==> config.mk <==
export PLATFORM = sky130hd
export DESIGN_NAME = reg_bus_arbiter
export DESIGN_NICKNAME = d
export VERILOG_FILES = /design/src/rtl/reg_arb_pkg.sv /design/src/rtl/reg_arb_slot.sv /design/src/rtl/reg_bus_arbiter.sv
export SDC_FILE = /design/constraint.sdc
export NUM_CORES = 1
export LEC_CHECK = 0
export BUFFER_PORTS_ARGS = -buffer_cell sky130_fd_sc_hd__buf_2
export CORE_AREA = 2 2 79 112
export CTS_BUF_LIST = sky130_fd_sc_hd__clkbuf_4 sky130_fd_sc_hd__clkbuf_8
export CTS_CLUSTER_SIZE = 14
export DETAILED_ROUTE_END_ITERATION = 8
export DIE_AREA = 0 0 81 114
export HOLD_SLACK_MARGIN = 0.06
export PLACE_DENSITY_LB_ADDON = 0.08
export SYNTH_ARGS = -nofsm -noshare
export SYNTH_HDL_FRONTEND = slang
export SYNTH_HIERARCHICAL = 1
export SYNTH_SLANG_ARGS = --single-unit
==> constraint.sdc <==
create_clock -name clk -period 4.1 [get_ports clk]
set_input_delay 0.41 -clock clk [delete_from_list [all_inputs] [get_ports clk]]
set_output_delay 0.41 -clock clk [all_outputs]
set_load 0.02 [all_outputs]
==> src/rtl/reg_arb_pkg.sv <==
// Shared types and widths for the two-port register-bus arbiter.
package reg_arb_pkg;

  localparam int unsigned ARB_ADDR_W = 8;
  localparam int unsigned ARB_DATA_W = 8;
  localparam int unsigned STAT_W     = 16;

  typedef enum logic [1:0] {
    IDLE   = 2'd0,
    ISSUE  = 2'd1,
    RDWAIT = 2'd2
  } arb_state_t;

  typedef enum logic {
    OP_RD = 1'b0,
    OP_WR = 1'b1
  } arb_op_t;

  typedef struct packed {
    logic [ARB_ADDR_W-1:0] addr;
    logic [ARB_DATA_W-1:0] wdata;
    arb_op_t               op;
  } arb_req_t;

endpackage

==> src/rtl/reg_arb_slot.sv <==
// One-deep request holding slot: captures a strobe, flags drops into a full slot,
// and lets a new strobe win over a same-cycle grant clear.
module reg_arb_slot
  import reg_arb_pkg::*;
(
  input  logic                  clk,
  input  logic                  rst_n,
  input  logic [ARB_ADDR_W-1:0] addr,
  input  logic [ARB_DATA_W-1:0] wdata,
  input  logic                  wr,
  input  logic                  rd,
  input  logic                  clr,
  output arb_req_t              req,
  output logic                  busy,
  output logic                  ovf
);

  arb_req_t req_q, req_d;
  logic     busy_q, busy_d;
  logic     ovf_q, ovf_d;
  logic     strobe;

  assign strobe = wr | rd;

  always_comb begin
    req_d  = req_q;
    busy_d = busy_q;
    ovf_d  = ovf_q;
    if (clr) begin
      busy_d = 1'b0;
    end
    if (strobe) begin
      // Only a slot that stays full this cycle drops the strobe.
      if (busy_q && !clr) begin
        ovf_d = 1'b1;
      end else begin
        busy_d      = 1'b1;
        req_d.addr  = addr;
        req_d.wdata = wdata;
        req_d.op    = wr ? OP_WR : OP_RD;
      end
    end
  end

  always_ff @(posedge clk) begin
    if (!rst_n) begin
      req_q  <= '0;
      busy_q <= 1'b0;
      ovf_q  <= 1'b0;
    end else begin
      req_q  <= req_d;
      busy_q <= busy_d;
      ovf_q  <= ovf_d;
    end
  end

  assign req  = req_q;
  assign busy = busy_q;
  assign ovf  = ovf_q;

endmodule

==> src/rtl/reg_bus_arbiter.sv <==
// Round-robin arbiter sharing the register-file port between I2C (port 0) and SPI (port 1).
// Optional grant/conflict counters are built when REG_ARB_STATS_EN is defined.
module reg_bus_arbiter
  import reg_arb_pkg::*;
#(
  parameter int unsigned ADDR_W = 8,
  parameter int unsigned DATA_W = 8
) (
  input  logic              clk,
  input  logic              rst_n,
  input  logic [ADDR_W-1:0] p0_addr,
  input  logic [DATA_W-1:0] p0_wdata,
  input  logic              p0_wr,
  input  logic              p0_rd,
  output logic [DATA_W-1:0] p0_rdata,
  output logic              p0_ack,
  output logic              p0_busy,
  input  logic [ADDR_W-1:0] p1_addr,
  input  logic [DATA_W-1:0] p1_wdata,
  input  logic              p1_wr,
  input  logic              p1_rd,
  output logic [DATA_W-1:0] p1_rdata,
  output logic              p1_ack,
  output logic              p1_busy,
  output logic [ADDR_W-1:0] m_addr,
  output logic [DATA_W-1:0] m_wdata,
  output logic              m_wr,
  output logic              m_rd,
  input  logic [DATA_W-1:0] m_rdata,
  output logic [1:0]        ovf
`ifdef REG_ARB_STATS_EN
  ,
  output logic [STAT_W-1:0] stat_grant0,
  output logic [STAT_W-1:0] stat_grant1,
  output logic [STAT_W-1:0] stat_conflict
`endif
);

  arb_req_t   req0, req1, win_req;
  logic       busy0, busy1, ovf0, ovf1;
  logic [1:0] clr;
  logic       both_full, any_full, win, grant;

  reg_arb_slot u_slot0 (
    .clk   (clk),
    .rst_n (rst_n),
    .addr  (ARB_ADDR_W'(p0_addr)),
    .wdata (ARB_DATA_W'(p0_wdata)),
    .wr    (p0_wr),
    .rd    (p0_rd),
    .clr   (clr[0]),
    .req   (req0),
    .busy  (busy0),
    .ovf   (ovf0)
  );

  reg_arb_slot u_slot1 (
    .clk   (clk),
    .rst_n (rst_n),
    .addr  (ARB_ADDR_W'(p1_addr)),
    .wdata (ARB_DATA_W'(p1_wdata)),
    .wr    (p1_wr),
    .rd    (p1_rd),
    .clr   (clr[1]),
    .req   (req1),
    .busy  (busy1),
    .ovf   (ovf1)
  );

  arb_state_t        state_q, state_d;
  logic              last_grant_q, last_grant_d;
  logic              gnt_q, gnt_d;
  logic [ADDR_W-1:0] m_addr_q, m_addr_d;
  logic [DATA_W-1:0] m_wdata_q, m_wdata_d;
  logic              m_wr_q, m_wr_d;
  logic              m_rd_q, m_rd_d;
  logic [1:0]        ack_q, ack_d;
  logic [DATA_W-1:0] rdata0_q, rdata0_d;
  logic [DATA_W-1:0] rdata1_q, rdata1_d;

  // Round-robin pick: a lone request always wins, a tie goes to the other port.
  assign both_full = busy0 & busy1;
  assign any_full  = busy0 | busy1;
  assign win       = both_full ? ~last_grant_q : busy1;
  assign win_req   = win ? req1 : req0;
  assign grant     = (state_q == IDLE) && any_full;

  always_comb begin
    state_d      = state_q;
    last_grant_d = last_grant_q;
    gnt_d        = gnt_q;
    m_addr_d     = m_addr_q;
    m_wdata_d    = m_wdata_q;
    m_wr_d       = 1'b0;
    m_rd_d       = 1'b0;
    ack_d        = 2'b00;
    rdata0_d     = rdata0_q;
    rdata1_d     = rdata1_q;
    clr          = 2'b00;
    case (state_q)
      IDLE: begin
        if (grant) begin
          clr[win]     = 1'b1;
          gnt_d        = win;
          last_grant_d = win;
          m_addr_d     = ADDR_W'(win_req.addr);
          m_wdata_d    = DATA_W'(win_req.wdata);
          if (win_req.op == OP_WR) begin
            m_wr_d = 1'b1;
          end else begin
            m_rd_d = 1'b1;
          end
          state_d = ISSUE;
        end
      end
      ISSUE: begin
        if (m_wr_q) begin
          ack_d[gnt_q] = 1'b1;
          state_d      = IDLE;
        end else begin
          state_d = RDWAIT;
        end
      end
      RDWAIT: begin
        if (gnt_q) begin
          rdata1_d = m_rdata;
        end else begin
          rdata0_d = m_rdata;
        end
        ack_d[gnt_q] = 1'b1;
        state_d      = IDLE;
      end
      default: state_d = IDLE;
    endcase
  end

  always_ff @(posedge clk) begin
    if (!rst_n) begin
      state_q      <= IDLE;
      last_grant_q <= 1'b1;
      gnt_q        <= 1'b0;
      m_addr_q     <= '0;
      m_wdata_q    <= '0;
      m_wr_q       <= 1'b0;
      m_rd_q       <= 1'b0;
      ack_q        <= 2'b00;
      rdata0_q     <= '0;
      rdata1_q     <= '0;
    end else begin
      state_q      <= state_d;
      last_grant_q <= last_grant_d;
      gnt_q        <= gnt_d;
      m_addr_q     <= m_addr_d;
      m_wdata_q    <= m_wdata_d;
      m_wr_q       <= m_wr_d;
      m_rd_q       <= m_rd_d;
      ack_q        <= ack_d;
      rdata0_q     <= rdata0_d;
      rdata1_q     <= rdata1_d;
    end
  end

  assign p0_rdata = rdata0_q;
  assign p1_rdata = rdata1_q;
  assign p0_ack   = ack_q[0];
  assign p1_ack   = ack_q[1];
  assign p0_busy  = busy0;
  assign p1_busy  = busy1;
  assign m_addr   = m_addr_q;
  assign m_wdata  = m_wdata_q;
  assign m_wr     = m_wr_q;
  assign m_rd     = m_rd_q;
  assign ovf      = {ovf1, ovf0};

`ifdef REG_ARB_STATS_EN
  logic [STAT_W-1:0] stat_grant0_q, stat_grant0_d;
  logic [STAT_W-1:0] stat_grant1_q, stat_grant1_d;
  logic [STAT_W-1:0] stat_conflict_q, stat_conflict_d;

  // Saturating usage counters.
  always_comb begin
    stat_grant0_d   = stat_grant0_q;
    stat_grant1_d   = stat_grant1_q;
    stat_conflict_d = stat_conflict_q;
    if (grant) begin
      if (!win && (stat_grant0_q != '1)) begin
        stat_grant0_d = stat_grant0_q + STAT_W'(1);
      end
      if (win && (stat_grant1_q != '1)) begin
        stat_grant1_d = stat_grant1_q + STAT_W'(1);
      end
      if (both_full && (stat_conflict_q != '1)) begin
        stat_conflict_d = stat_conflict_q + STAT_W'(1);
      end
    end
  end

  always_ff @(posedge clk) begin
    if (!rst_n) begin
      stat_grant0_q   <= '0;
      stat_grant1_q   <= '0;
      stat_conflict_q <= '0;
    end else begin
      stat_grant0_q   <= stat_grant0_d;
      stat_grant1_q   <= stat_grant1_d;
      stat_conflict_q <= stat_conflict_d;
    end
  end

  assign stat_grant0   = stat_grant0_q;
  assign stat_grant1   = stat_grant1_q;
  assign stat_conflict = stat_conflict_q;
`endif

endmodule

==> metrics <==
status complete, no violations; Total Neg Setup Slack 0 ns; DP HPWL 5.21 mm; gr usage total 16.9%; delay-heaviest family, CP simple AND/OR/NAND/NOR gates; number of global-route vias before repair 2393; final net count 447; cts hold-fix bufs 0; Max Cap Viol 0; Initial Util 38.9%; Synthesis Warnings 6; Worst-path clk slew 0.07 ns; Avg Cell Area, Syn 9.87 um2; number of vias per cell 4.88; Slowest-stage cell, CP nor2b_4; number of buffers added on ports 85; area occupied by multi-input gates 1480 um2; IO Pins 86; 1st-iter DRT viols 71; # diodes 0; gr ovfl total 0; critical path capture point type register; vias 2454; Setup Buffers After CTS 0; post-synthesis register bit count 78; Tcrit/Tclk final 50.5%; Synth-to-Final Area Change 16.1%; Pleak 1.82 nW; power density over cell area 416 nW/um2; Setup violations, final 0; Hold Fails Final Rpt 0; Worst Min Path Start p0_wdata[7]; Worst-Margin Slew 1.03 ns; fin. max-slew vios 0; netlist area before placement 3230 um2; area leader, netlist dfxtp_1; FF+latch area 1560 um2; Placer Congestion 0.706; Critical Path RT 4.37 ns; Async SR Flop Fraction 0%; fill count 883; Die H 114 um; min cycle time layout 2.07 ns; DRT antenna net count 0; final core area utilization 45.1%; WL per Instance 14.7 um; Die Area 9230 um2; TritonCTS clock tree done; DRC Markers 0; number of flops mapped to enable cells by yosys 0; # clock sinks 78; crit path max fanout 16; Pre-Repair DR Iteration Count 4; Crit. Startpoint state_q[0]; CORE AREA 8310 um2; kind of critical path register to register; largest net degree at the start of global routing 59; crit start category register; Buf+Inv Stages, Crit Path 1; most common cell after layout, fill and taps aside buf_2; fin area 3750 um2; Seq/Total Area, Yosys 48.4%; Clock Skew 0.00349 ns; Hold WC Path Type input pin to register; Mapped Nets 376; RSZ-0062 raised after global routing no; worst-case headroom to the max-slew limit 30.8%; share of the synthesized area in the top cell type 48.4%; root buf cell clkbuf_8; global-route wire length before repair 11.6 mm; Gate Count Post-Synth 327; # resized after CTS 0; FF-to-FF Start state_q[0]; Yosys cell types 36; placed inst area 3610 um2; Die W 81 um; CP Data Arrival Time 2.34 ns; Total Wirelength 7.40 mm; synth top area cells dfxtp_1, mux2i_1, nand2_1; Max stage delay on crit path 0.53 ns; initial antenna violation count 0; row count 40; FMAX 483 MHz; clock tree buffer depth 2; most frequent cells in the layout buf_2, nand2_1, dfxtp_1; H-Tree Depth 3; clk_lat worst skew 0.34 ns; share of layout cells above drive strength 1 26.9%; Primary FF master, synth dfxtp_1; CP Cell Sequence inv_1 > ha_1 > nand2_1 > nor2_1 > nand2b_4 > nor2b_4 > mux2i_1; peak supply drop 0.000152 V; Num CTS Buffers 9
flip-flops by register name (all words and copies together), names as in the netlist, 2 cells and up:
signal       flops
u_slot0/req     17
m_addr           8
ack_q            2
p0_rdata         8
p1_rdata         8
state_q          2
u_slot1/req     17
m_wdata          8
power breakdown:
group	leakage [nW]	internal, mW	switching (mW)
sequential	0.639	0.812	0.0419
combinational	1.11	0.105	0.137
clock	0.0739	0.217	0.245
worst paths after layout:
check | end | depth (start not counted) | slack (ns)
max | u_slot0/req[5] | 7 | 2.03
min | u_slot0/req[8] | 3 | 0.31
max reg2reg | u_slot0/req[5] | 7 | 2.03
min reg2reg | u_slot1/req[5] | 2 | 0.46
worst reg2reg max path, stage by stage (launching register included):
cell and delay (ns):
dfxtp_1 0.33, inv_1 0.08, ha_1 0.31, nand2_1 0.18, nor2_1 0.15, nand2b_4 0.16, nor2b_4 0.53, mux2i_1 0.26
cell type report:
| cell class | instances | area share (%) |
|---|---|---|
| inverters | 2 | 0.200 |
| well taps | 105 | 3.51 |
| multi-input cells | 221 | 39.4 |
| flip-flops and latches | 78 | 41.7 |
| repair buffers | 86 | 11.6 |
| clock buffers | 11 | 3.71 |
Yosys cell counts, types with 2 or more instances:
cell and instances:
ha_1 3, nor2_1 4, inv_1 2, nand2_1 78
a21oi_1 6, nor3_1 2, nand3_1 9, nand2b_1 2
a221o_1 16, buf_6 4, nand3b_1 2, buf_12 2
mux2i_1 41, o21a_1 2, a21boi_0 8, nor2b_1 9
nor2_4 2, clkbuf_1 7, a31o_1 2, buf_4 3
a21boi_1 2, dfxtp_1 78, nand2b_4 2, and3_1 18
nor2b_4 2, buf_2 10, nor3b_1 2
logic make-up after synthesis:
| logic type | count (synthesis) | synth area share, % |
|---|---|---|
| compound gates | 39 | 9.81 |
| buf+inv | 28 | 5.93 |
| mux | 41 | 12.7 |
| simple gates | 138 | 22.0 |
| fa+ha+maj | 3 | 1.16 |
| flops | 78 | 48.4 |
stage by stage:
stage | total power [mW] | worst slack [ns] | hold WS [ns] | cells
global route | 1.64 | 1.80 | 0.304 | 503
detailed placement | 1.12 | 1.93 | 0.453 | 492
floorplan | 1.05 | 2.35 | 0.435 | 327
global placement | 1.11 | 1.96 | 0.450 | 492
CTS | 1.59 | 1.96 | 0.280 | 503
finish | 1.56 | 2.03 | 0.309 | 503
routing by layer:
metal	wire (um)	GRT usage [%]	up-vias
met4	118	6.78	0
met5	0	0	-
met1	2970	18.8	1124
met3	469	5.22	7
li1	-	-	1255
met2	3840	29.6	68
Power figures use the tool's default switching activity.
